### src/rtl/bitwise_pkg.sv
// Shared encodings for the bitwise NAND-unit sequencer: operation codes,
// FSM states and the default datapath width.
package bitwise_pkg;

  localparam int WIDTH_DEF = 32;
  localparam int CNT_W     = 4;

  typedef enum logic [1:0] {
    OP_NAND = 2'b00,
    OP_AND  = 2'b01,
    OP_NOT  = 2'b10,
    OP_OR   = 2'b11
  } op_e;

  typedef enum logic [1:0] {
    ST_IDLE   = 2'b00,
    ST_SETTLE = 2'b01,
    ST_DONE   = 2'b10
  } state_e;

endpackage

### src/rtl/bitwise_opnd_prep.sv
// Operand preconditioning so one NAND array realises NAND, AND, NOT and OR;
// res_inv tells the capture stage to invert the NAND output.
module bitwise_opnd_prep
  import bitwise_pkg::*;
#(
  parameter int WIDTH = WIDTH_DEF
) (
  input  logic [1:0]       op,
  input  logic [WIDTH-1:0] a,
  input  logic [WIDTH-1:0] b,
  output logic [WIDTH-1:0] unit_a_next,
  output logic [WIDTH-1:0] unit_b_next,
  output logic             res_inv
);

  always_comb begin
    unit_a_next = a;
    unit_b_next = b;
    res_inv     = 1'b0;
    case (op)
      OP_AND: res_inv = 1'b1;
      OP_NOT: unit_b_next = '1;
      // De Morgan: a | b == ~(~a & ~b)
      OP_OR: begin
        unit_a_next = ~a;
        unit_b_next = ~b;
      end
      default: ;
    endcase
  end

endmodule

### src/rtl/bitwise_op_sequencer.sv
// Valid/ready sequencer around a 32-bit NAND unit: preconditions operands,
// holds them for SETTLE_CYCLES, then captures result and flags.
// Optional op_count output enabled by macro BITWISE_SEQ_STATS_EN.
module bitwise_op_sequencer
  import bitwise_pkg::*;
#(
  parameter int WIDTH         = WIDTH_DEF,
  parameter int SETTLE_CYCLES = 2
) (
  input  logic             clk,
  input  logic             rst_n,
  input  logic             in_valid,
  output logic             in_ready,
  input  logic [1:0]       in_op,
  input  logic [WIDTH-1:0] in_a,
  input  logic [WIDTH-1:0] in_b,
  output logic [WIDTH-1:0] unit_a,
  output logic [WIDTH-1:0] unit_b,
  input  logic [WIDTH-1:0] unit_y,
  output logic             out_valid,
  input  logic             out_ready,
  output logic [WIDTH-1:0] out_result,
  output logic             out_zero,
  output logic             out_allones
`ifdef BITWISE_SEQ_STATS_EN
  ,
  output logic [15:0]      op_count
`endif
);

  state_e           state_q, state_d;
  logic [CNT_W-1:0] cnt_q, cnt_d;
  logic [WIDTH-1:0] ua_q, ua_d, ub_q, ub_d, res_q, res_d;
  logic             inv_q, inv_d, vld_q, vld_d, zero_q, zero_d, ones_q, ones_d;
  logic [WIDTH-1:0] prep_a, prep_b;
  logic             prep_inv, accept;

  bitwise_opnd_prep #(.WIDTH(WIDTH)) u_prep (
    .op          (in_op),
    .a           (in_a),
    .b           (in_b),
    .unit_a_next (prep_a),
    .unit_b_next (prep_b),
    .res_inv     (prep_inv)
  );

  assign in_ready = rst_n &&
                    ((state_q == ST_IDLE) || ((state_q == ST_DONE) && out_ready));
  assign accept   = in_valid && in_ready;

  always_comb begin
    state_d = state_q;
    cnt_d   = cnt_q;
    ua_d    = ua_q;
    ub_d    = ub_q;
    inv_d   = inv_q;
    res_d   = res_q;
    zero_d  = zero_q;
    ones_d  = ones_q;
    vld_d   = vld_q;
    case (state_q)
      ST_SETTLE: begin
        if (cnt_q != '0) begin
          cnt_d = cnt_q - 1'b1;
        end else begin
          res_d   = inv_q ? ~unit_y : unit_y;
          zero_d  = ~|res_d;
          ones_d  = &res_d;
          vld_d   = 1'b1;
          state_d = ST_DONE;
        end
      end
      ST_DONE: begin
        if (out_ready) begin
          vld_d   = 1'b0;
          state_d = ST_IDLE;
        end
      end
      default: ;
    endcase
    // Accept is only possible from IDLE or a consumed DONE, so it overrides both.
    if (accept) begin
      ua_d    = prep_a;
      ub_d    = prep_b;
      inv_d   = prep_inv;
      cnt_d   = CNT_W'(SETTLE_CYCLES - 1);
      state_d = ST_SETTLE;
    end
  end

  always_ff @(posedge clk or negedge rst_n) begin
    if (!rst_n) begin
      state_q <= ST_IDLE;
      cnt_q   <= '0;
      ua_q    <= '0;
      ub_q    <= '0;
      inv_q   <= 1'b0;
      res_q   <= '0;
      zero_q  <= 1'b0;
      ones_q  <= 1'b0;
      vld_q   <= 1'b0;
    end else begin
      state_q <= state_d;
      cnt_q   <= cnt_d;
      ua_q    <= ua_d;
      ub_q    <= ub_d;
      inv_q   <= inv_d;
      res_q   <= res_d;
      zero_q  <= zero_d;
      ones_q  <= ones_d;
      vld_q   <= vld_d;
    end
  end

  assign unit_a      = ua_q;
  assign unit_b      = ub_q;
  assign out_valid   = vld_q;
  assign out_result  = res_q;
  assign out_zero    = zero_q;
  assign out_allones = ones_q;

`ifdef BITWISE_SEQ_STATS_EN
  logic [15:0] op_count_q;

  always_ff @(posedge clk or negedge rst_n) begin
    if (!rst_n) begin
      op_count_q <= '0;
    end else if (vld_q && out_ready) begin
      op_count_q <= op_count_q + 16'd1;
    end
  end

  assign op_count = op_count_q;
`endif

endmodule

### config.mk
export PLATFORM = sky130hd
export DESIGN_NAME = bitwise_op_sequencer
export DESIGN_NICKNAME = d
export VERILOG_FILES = /design/src/rtl/bitwise_pkg.sv /design/src/rtl/bitwise_opnd_prep.sv /design/src/rtl/bitwise_op_sequencer.sv
export SDC_FILE = /design/constraint.sdc
export NUM_CORES = 1
export LEC_CHECK = 0
export CORE_MARGIN = 3
export CORE_UTILIZATION = 45
export DETAILED_ROUTE_END_ITERATION = 12
export PLACE_DENSITY = 0.82
export SLEW_MARGIN = 20
export SYNTH_ARGS = -nofsm -noshare
export SYNTH_HDL_FRONTEND = slang
export SYNTH_SLANG_ARGS = --single-unit
### constraint.sdc
create_clock -name clk -period 3.3 [get_ports clk]
set_input_delay 0.33 -clock clk [delete_from_list [all_inputs] [get_ports clk]]
set_output_delay 0.33 -clock clk [all_outputs]
set_load 0.03 [all_outputs]
# Word-level counts from Yosys, hierarchy flattened
# Cells that the tools add are included.
# word_totals
ff_bits	106
latch_bits	0
ramBits	0
rom_bits	0
inputBits	102
out_inout_bits	100
n_memories	0
# op_classes
n_addsub	1
n_mul	0
div	0
n_lt_le_gt_ge	0
eq_ne	9
shifts	0
n_mux	14
bitwise_logic	4
reduce_logical	17
# ops
operator	count
32-bit inverter	3
32-bit 2-to-1 mux	2
32-bit one-hot mux with 2 select lines	1
32-bit AND reduction	1
32-bit OR reduction	1
4-bit 2-to-1 mux	3
2-bit == test, second input constant	3
2-bit 2-to-1 mux	3
3-bit != test, second input constant	2
3-bit AND reduction	2
2-bit nonzero test	3
2-bit by 1-bit == test with 1-bit output, second input constant	2
2-bit != test, second input constant	2
2-bit one-hot mux with 2 select lines	1
2-bit AND reduction	2
4-bit nonzero test	1
4-bit by 1-bit subtractor with 4-bit output, second input constant	1
1-bit logical AND	3
1-bit 2-to-1 mux	3
3-bit nonzero test	1
2-bit zero test	1
1-bit one-hot mux with 2 select lines	1
1-bit zero test	1
1-bit logical OR	1
1-bit inverter	1

# Logic depth before layout (Yosys ltp)
# Gate-level depths: netlist (run 1).
# depth
ltp_word	7
depth_mapped	6

# Hierarchy
# From an unflattened synthesis (run 1), not the netlist that was laid out.
# hier_totals
hier_cells	495
hier_area_um2	5524.0
# by_module_without_submodules
module	instances	cells_per_inst	area_per_inst_um2
bitwise_op_sequencer	1	385	4739.5
bitwise_opnd_prep	1	110	784.5

# Worst setup path after synthesis (run 1)
# OpenSTA, ideal clock, no wires.
# synth_timing
path_kind	register to register
from	register inv_q
to	register zero_q (netlist: out_zero)
setup_time_ps	104
t_arrival_ps	1388
t_required_ps	3196
path_slack_ps	1808
stages_incl_launch_ff	5
path_cell_list	dfrtp_1 or4_1 o22ai_1 o21ai_1 o41ai_2
# synth_between
elab_chain_len	3
# synth_rtl
element	line_no	text
start, declared	bitwise_op_sequencer.sv:34	logic inv_q, inv_d, vld_q, vld_d, zero_q, zero_d, ones_q, ones_d;
start signal, assigned	bitwise_op_sequencer.sv:107	inv_q <= inv_d;
32-bit 2-to-1 mux	bitwise_op_sequencer.sv:66	res_d = inv_q ? ~unit_y : unit_y;
32-bit OR reduction	bitwise_op_sequencer.sv:67	zero_d = ~|res_d;
1-bit zero test	bitwise_op_sequencer.sv:67	
end signal, assigned	bitwise_op_sequencer.sv:109	zero_q <= zero_d;
end, declared	bitwise_op_sequencer.sv:34	
# Every way passes these cells.
# A chain may end at the register's enable or synchronous reset.

# Worst setup path after layout (run 1)
# layout_timing
from	input out_ready
to	output in_ready
# layout_between
elab_chain_len	3
# layout_rtl
element	line_no	text
start, declared	bitwise_op_sequencer.sv:21	input logic out_ready,
1-bit logical AND	bitwise_op_sequencer.sv:48	((state_q == ST_IDLE) || ((state_q == ST_DONE) && out_ready));
1-bit logical OR	bitwise_op_sequencer.sv:48	
1-bit logical AND	bitwise_op_sequencer.sv:47	assign in_ready = rst_n &&
end, declared	bitwise_op_sequencer.sv:13	output logic in_ready,
# Every way passes these cells.

==> flow_metrics.tcl, run 1 <==
set metrics [dict create \
    status "finished clean" \
    num_antenna_cells 0 \
    synth-seq-area-share_pct 51.8 \
    setup_viol 0 \
    firstDrtPassIters 4 \
    area_growth_pct 47.3 \
    cpMostUsedCell "clkdlybuf4s50_1" \
    grt_max_degree 67 \
    synth_top_area_share_pct 51.8 \
    p_leak_nw 3.09 \
    fin_crit_ns 2.12 \
    maxSlewHeadroom_pct 44.5 \
    final_area_um2 7540 \
    ios 202 \
    synth-main-ff-cell "dfrtp_1" \
    drive_above_1_share_pct 3.85 \
    hp-class "input pin to asynchronous set/reset pin" \
    yosysMostFrequentCell "nand2_1" \
    crit_required_ns 2.97 \
    fp.dieArea_um2 12700 \
    ys_top_cells_by_area "dfrtp_1, xnor2_1, nand2_1" \
    crit_type "input pin to output port" \
    clockBufferDepth 2 \
    start_kind "input pin" \
    fp.dieH_um 113 \
    viasPerCell 5.18 \
    io_buffer_count 201 \
    gp_congestion 0.802 \
    place_area_um2 7270 \
    cts_setup_buffers 0 \
    crit_slowest_cell "clkdlybuf4s50_1" \
    nets 854 \
    finalPower_mw 2.88 \
    grt_pass1_vias 4671 \
    clock_latency_ns 0.33 \
    ir_drop_uv 226 \
    initial_core_util_pct 46.6 \
    post-route-period-util_pct 64.3 \
    critical_path_peak_fanout 3 \
    synth_area_um2 5120 \
    yosysWarnings 0 \
    overflow 0 \
    max_freq_mhz 471 \
    sw_frac_of_total_pct 25.6 \
    arrival_ns 1.79 \
    syn_nets 670 \
    synthTopCellsByCount "nand2_1, dfrtp_1, o21ai_1, xnor2_1, o21ai_0" \
    wl_per_cell_um 15.8 \
    avgSynthCellArea_um2 9.05 \
    hold_buffers 0 \
    postSynthCellCount 566 \
    vias 4628 \
    synth-edff-count 0 \
    drtIter0Drc 199 \
    dpl.hpwl_um 10600 \
    cts_tree "yes" \
    p_comb_share_pct 17.9 \
    endpoint_kind "output port" \
    path_clk_slew_ns 0.06 \
    core-area_um2 11000 \
    cts_root_buf "clkbuf_16" \
    ctsResizeCount 0 \
    numCtsBuffers 9 \
    power_density_nw_per_um2 382 \
    yosysUniqueCellTypes 35 \
    tightest_slew_ns 0.833 \
    ys_async_sr_fraction_pct 100 \
    synth_largest_area_cell "dfrtp_1" \
    finalSetupTns_ns 0 \
    antenna_found_initial 0 \
    drt_wl_total_um 14100 \
    worstPathCellList "clkdlybuf4s50_1 -> nand2b_1 -> and3b_1 -> clkdlybuf4s50_1" \
    rsz0062_at_grt "no" \
    grt_pass1_wl_um 22800 \
    die_x_um 113 \
    p_seq_share_pct 47.6 \
    drc 0 \
    p_sw_uw 738 \
    synth-seq-cells 106 \
    p_int_mw 2.14 \
    maxSlewViolCount 0 \
    fp-row-count 38 \
    clock-sinks 106 \
    max_stage_delay_ns 0.67 \
    track_usage_pct 22.4 \
    hold_viol 0 \
    htree_levels 3 \
    ant_nets 0 \
    skew_ns 0.00397 \
    maxCapViolations 0 \
    clockPowerShare_pct 34.5 \
]
[layer usage]
layer | wire length (µm) | share of wire [%] | up-vias | track usage, %
li1 | - | - | 2262 | -
met4 | 350 | 2.5 | 0 | 8.57
met1 | 5570 | 40 | 2144 | 27.5
met3 | 1500 | 11 | 25 | 8.95
met5 | 0 | 0 | - | 0
met2 | 6680 | 47 | 197 | 35.6
[power by group through the flow]
stage / sequential (mW) / clock, mW / combinational (mW)
global route: 1.38 / 1.08 / 0.557
detailed placement: 1.39 / 0 / 0.519
CTS: 1.37 / 1.01 / 0.521
global placement: 1.39 / 0 / 0.506
floorplan: 1.47 / 0 / 0.148
finish: 1.37 / 0.992 / 0.516
[cells in the final DEF (no fill, tap or decap), drive strengths merged, types with 2 or more instances in the layout]
cell and n:
and2 5, buf 10, clkbuf 12, clkdlybuf4s50 200, clkinv 3, dfrtp 106, ha 2, inv 3
mux2i 2, nand2 145, nand2b 6, nand3 11, nand3b 3, nand4 2, nor2 7, nor3 4
nor3b 4, nor4 2, o2111ai 3, o21ai 132, o22ai 7, o2bb2ai 2, or3 4, or4 6
xnor2 63, xor2 2
[worst max-delay path, delay by kind of cell]
family	cells	cell delay, ns
simple gates	2	0.31
buf+inv	2	1.16
[final timing paths]
path	from	to	slack, ns	cells past startpoint
max in group asynchronous	rst_n	inv_q	1.99	3
setup / recovery	out_ready	in_ready	1.18	4
hold reg to reg	out_valid	out_valid	0.48	2
min in group clk	out_valid	out_valid	0.48	2
setup reg to reg	state_q[1]	out_result[28]	1.23	5
hold / removal	rst_n	out_result[18]	0.07	2
[registers in the layout, summed over array words and instances (netlist names)]
signal and cells:
out_result 32, unit_a 32, unit_b 32, cnt_q 4
state_q 2, inv_q 1, out_allones 1, out_valid 1
out_zero 1
[through the flow]
stage | util [%] | hold WS, ns | cells | worst slack, ns
2_1_floorplan | - | 0.0344 | 566 | 1.81
3_3_place_gp | 66.2 | 0.441 | 879 | 0.957
3_5_place_dp | 66.2 | 0.445 | 879 | 0.911
4_1_cts | 68.7 | 0.0816 | 894 | 1.13
5_1_grt | 68.7 | 0.102 | 894 | 1.06
6_report | 68.7 | 0.0655 | 894 | 1.18
[layout make-up]
type / instances / area, µm²
Fill cell: 887 / 3440
Clock inverter: 3 / 15.0
Inverter: 3 / 11.3
Timing Repair Buffer: 210 / 2130
Tap cell: 140 / 175
Sequential cell: 106 / 2650
Clock buffer: 12 / 256
Multi-Input combinational cell: 420 / 2300
[cells by family (layout without fill, tap and decap cells)]
group / after synthesis / after routing / synth area share (%)
AND/OR/NAND/NOR: 204 / 204 / 17.6
adder cells (fa/ha/maj): 2 / 2 / 0.489
buffers and inverters: 40 / 228 / 3.35
AO/OA/AOI/OAI: 147 / 147 / 15.2
XOR/XNOR: 65 / 65 / 11.1
flip-flops: 106 / 106 / 51.8
multiplexers: 2 / 2 / 0.391
(Power assumes the default switching activity.)
==> run 2: changes to the inputs <==
Settings changed: CORE_UTILIZATION 45 to 44, PLACE_DENSITY 0.82 to 0.81.
Clock period 3.3 ns to 2.1 ns, I/O delays scaled along.
==> run 2 against run 1 <==
  * Clock skew rose by 0.0010 ns
  * Highest routed layer unchanged
  * Combinational power rose by 60%
  * Non-clock buffer count rose by 7
  * Register-to-register slack got worse by 0.84 ns
  * Flip-flop and latch count did not move
  * Critical endpoint is now out_zero
==> flow_metrics.tcl, run 2 (synthesis results as in run 1) <==
set metrics [dict create \
    critical_path_peak_fanout 10 \
    fp.dieArea_um2 13000 \
    clock_latency_ns 0.35 \
    vias 4645 \
    num_antenna_cells 0 \
    drt_wl_total_um 14200 \
    drive_above_1_share_pct 4.72 \
    fill_cells 877 \
    crit_type "flop to flop" \
    drtIter0Drc 322 \
    cts_root_buf "clkbuf_16" \
    track_usage_pct 22.6 \
    firstDrtPassIters 4 \
    io_buffer_count 201 \
    grt_pass1_vias 4753 \
    nets 861 \
    drc 0 \
    fp.dieH_um 114 \
    viasPerCell 5.15 \
    start_kind "flop" \
    ios 202 \
    cts_tree "yes" \
    p_int_mw 3.44 \
    final_cell_mix "clkdlybuf4s50_1, nand2_1, dfrtp_1, o21ai_1, xnor2_1" \
    grt_pass1_wl_um 23300 \
    fin_crit_ns 1.71 \
    setup_viol 0 \
    finalPower_mw 4.62 \
    status "finished clean" \
    p_leak_nw 3.11 \
    numCtsBuffers 9 \
    antenna_found_initial 0 \
    overflow 0 \
    ir_drop_uv 456 \
    post-route-period-util_pct 81.4 \
    gp_congestion 0.882 \
    maxSlewHeadroom_pct 64.9 \
    p_seq_share_pct 46.5 \
    cts_setup_buffers 0 \
    crit_required_ns 2.35 \
    maxSlewViolCount 0 \
    ctsResizeCount 0 \
    finalSetupTns_ns 0 \
    rsz0062_at_grt "no" \
    hold_viol 0 \
    grt_max_degree 133 \
    clockBufferDepth 2 \
    layout_commonest_cell "clkdlybuf4s50_1" \
    p_sw_mw 1.18 \
    max_freq_mhz 585 \
    clockPowerShare_pct 35.7 \
    ant_nets 0 \
    skew_ns 0.00499 \
    dpl.hpwl_um 10500 \
    fp-row-count 38 \
    die_x_um 114 \
    p_comb_share_pct 17.8 \
    area_growth_pct 48.4 \
    power_density_nw_per_um2 608 \
    htree_levels 3 \
    clock-sinks 106 \
    arrival_ns 1.96 \
    wl_per_cell_um 15.7 \
    path_clk_slew_ns 0.07 \
    maxCapViolations 0 \
    core-area_um2 11100 \
    hp-class "input pin to asynchronous set/reset pin" \
    endpoint_kind "flop" \
    tightest_slew_ns 0.526 \
    initial_core_util_pct 46.0 \
    sw_frac_of_total_pct 25.6 \
]
run 2: area by class of cell:
cell class	instances	area [µm²]	area share (%)
inverter	3	11.3	0.148
clock inverter	5	55.1	0.725
clock buffer	11	233	3.06
timing repair buffer	217	2170	28.5
multi-input combinational	420	2300	30.3
tap	140	175	2.31
sequential	106	2650	34.9
run 2: critical path, cell delays in order (launching register included):
cell and delay, ns:
dfrtp_2 0.50, or4_1 0.55, o22ai_1 0.14, o21ai_1 0.10, o41ai_2 0.32
run 2: layer usage:
layer  global-route usage (%)  vias up  routed length (µm)
met5                        0        -                   0
met4                     8.87        0                 319
met3                     9.34       32                1680
met2                     36.8      197                6620
met1                     26.8     2142                5570
li1                         -     2274                   -
run 2: worst paths after layout:
kind                             from    endpoint  slack [ns]  depth (start not counted)
hold reg to reg            unit_b[11]  unit_b[11]        0.48                          2
max in group asynchronous       rst_n  unit_b[21]        1.04                          3
hold / removal                  rst_n   out_valid        0.30                          2
setup / recovery                inv_q    out_zero        0.39                          4
setup reg to reg                inv_q    out_zero        0.39                          4
min in group clk             in_op[0]       inv_q        0.46                          3
run 2: power groups by stage:
stage	sequential, mW	clock [mW]	combinational, mW
2_1_floorplan	2.31	0	0.233
3_3_place_gp	2.18	0	0.813
3_5_place_dp	2.19	0	0.827
4_1_cts	2.15	1.70	0.833
5_1_grt	2.16	1.79	0.895
6_report	2.15	1.65	0.824
run 2: through the flow:
stage	setup slack (ns)	area (µm²)	std cells	hold slack [ns]	utilization, %
3_3_place_gp	0.226	7300	885	0.114	65.6
2_1_floorplan	0.608	5120	566	-0.0856	-
4_1_cts	0.395	7600	902	0.306	68.3
3_5_place_dp	0.198	7300	885	0.120	65.6
5_1_grt	0.239	7600	902	0.332	68.3
6_report	0.390	7600	902	0.304	68.3
run 2: what timing repair did:
item                                   4_1_cts  5_1_grt
setup endpoints to repair                    0        0
endpoints found under the hold margin       19        0
hold buffers                                 1        0
==> run 3: changes to the inputs <==
Settings changed: CORE_UTILIZATION 44 to 40, PLACE_DENSITY 0.81 to 0.78.
Clock period 2.1 ns to 1.5 ns, I/O delays scaled along.
==> run 3 against run 2 <==
  * The flow now finishes with violations (negative setup slack)
  * Design area grew 7.3%
  * Clock skew grew 0.0014 ns
  * First-iteration DRC count shrank 15%
  * Worst hold slack lost 0.042 ns
  * Maximum frequency grew 8.8%
  * Die area grew 9.5%
  * Critical endpoint unchanged
==> flow_metrics.tcl, run 3 (synthesis results as in run 1) <==
set metrics [dict create \
    status "finished, violations left" \
    layout_commonest_cell "nand2_1" \
    vias 4846 \
    finalPower_mw 6.56 \
    core-area_um2 12300 \
    dpl.hpwl_um 11300 \
    cts_tree "yes" \
    viasPerCell 4.96 \
    firstDrtPassIters 4 \
    drive_above_1_share_pct 13.5 \
    gp_congestion 0.900 \
    ant_nets 0 \
    rr_worst_depth 4 \
    arrival_ns 1.80 \
    r2r-start "inv_q" \
    r2r-end "out_zero" \
    track_usage_pct 21.9 \
    holdWs_ns 0.261 \
    grt_pass1_wl_um 25500 \
    skew_ns 0.00637 \
    wl_per_cell_um 15.7 \
    area_growth_pct 59.2 \
    setup_viol 3 \
    ios 202 \
    grt_max_degree 74 \
    initial_core_util_pct 41.8 \
    num_antenna_cells 0 \
    grt_pass1_vias 5146 \
    clockBufferDepth 2 \
    drc 0 \
    power_density_nw_per_um2 804 \
    ff2ff_setup_slack_ns -0.07 \
    max_freq_mhz 637 \
    numCtsBuffers 9 \
    antenna_found_initial 0 \
    placed_cells 956 \
    post-route-period-util_pct 105 \
    fp-row-count 40 \
    endpoint_kind "flop" \
    final_cell_mix "nand2_1, dfrtp_1, dlygate4sd2_1, o21ai_1, clkdlybuf4s50_1" \
    maxSlewHeadroom_pct 54.5 \
    cts_root_buf "clkbuf_16" \
    die_x_um 119 \
    critPathLaunch "inv_q" \
    fin_crit_ns 1.57 \
    maxSlewViolCount 0 \
    overflow 0 \
    hp-class "input pin to flop" \
    clock_latency_ns 0.34 \
    p_leak_nw 3.60 \
    final.setup.worst_slack_ns -0.0709 \
    crit_type "flop to flop" \
    tightest_slew_ns 0.682 \
    nets 910 \
    ir_drop_uv 536 \
    path_clk_slew_ns 0.07 \
    drtIter0Drc 275 \
    fp.dieH_um 119 \
    critical_path_peak_fanout 3 \
    start_kind "flop" \
    violations "negative setup slack" \
    crit_end "out_zero" \
    maxCapViolations 0 \
    fp.dieArea_um2 14200 \
    crit_required_ns 1.73 \
    final_core_util_pct 66.5 \
    htree_levels 3 \
    io_buffer_count 201 \
    hold_viol 0 \
    drt_wl_total_um 15400 \
    rsz0062_at_grt "yes" \
    clock-sinks 106 \
    pre_cts_ws_ns -0.329 \
    instances_no_fill 978 \
]
## run 3: how the worst min path moves through the flow
stage / startpoint / to / slack (ns) / cells past startpoint
2_1_floorplan: rst_n / cnt_q[0] / -0.15 / 0
3_3_place_gp: rst_n / unit_b[6] / 0.22 / 2
3_5_place_dp: rst_n / unit_b[7] / 0.23 / 2
4_1_cts: unit_y[4] / out_result[4] / 0.35 / 3
5_1_grt: unit_y[18] / out_result[18] / 0.25 / 3
6_report: unit_y[18] / out_result[18] / 0.26 / 3
## run 3: cell type report
| class | instances | area, µm² |
|---|---|---|
| repair buffers | 266 | 2510 |
| fillers | 1015 | 4110 |
| multi-input cells | 420 | 2480 |
| clock buffers | 13 | 250 |
| clock inverters | 2 | 37.5 |
| well taps | 168 | 210 |
| flip-flops and latches | 106 | 2650 |
| inverters | 3 | 11.3 |
## run 3: worst max-delay path: stages (launching register included)
cell and delay (ns):
dfrtp_2 0.45, or4_4 0.43, o22ai_2 0.13, o2111ai_2 0.14, o41ai_2 0.32
## run 3: what timing repair did
item                                   CTS  global route
endpoints found under the hold margin   33             0
resized for setup                      123            20
setup endpoints to repair              137             7
hold buffers                             1             0
buffers inserted                         4             2
pin swaps                                8            10
## run 3: power by group
group,total (mW),internal (mW),switching (mW),leakage (nW)
Combinational,1.20,0.578,0.618,2.24
Clock,2.36,1.34,1.02,0.136
Sequential,3.00,2.95,0.0537,1.23
Total,6.56,4.86,1.69,3.60
## run 3: through the flow
stage	instance area [µm²]	TNS, ns
after floorplan	5120	0
after global routing	8150	-0.278
final	8150	-0.0854
after global placement	7720	-3.86
after detailed placement	7720	-5.93
after CTS	8030	-0.0796
## run 3: per-layer routing
layer / up-vias / GRT usage [%] / routed length (µm)
met3: 13 / 8.36 / 1520
met5: - / 0 / 0
met1: 2283 / 25.7 / 6100
met4: 0 / 7.53 / 199
li1: 2378 / - / -
met2: 172 / 36.7 / 7540
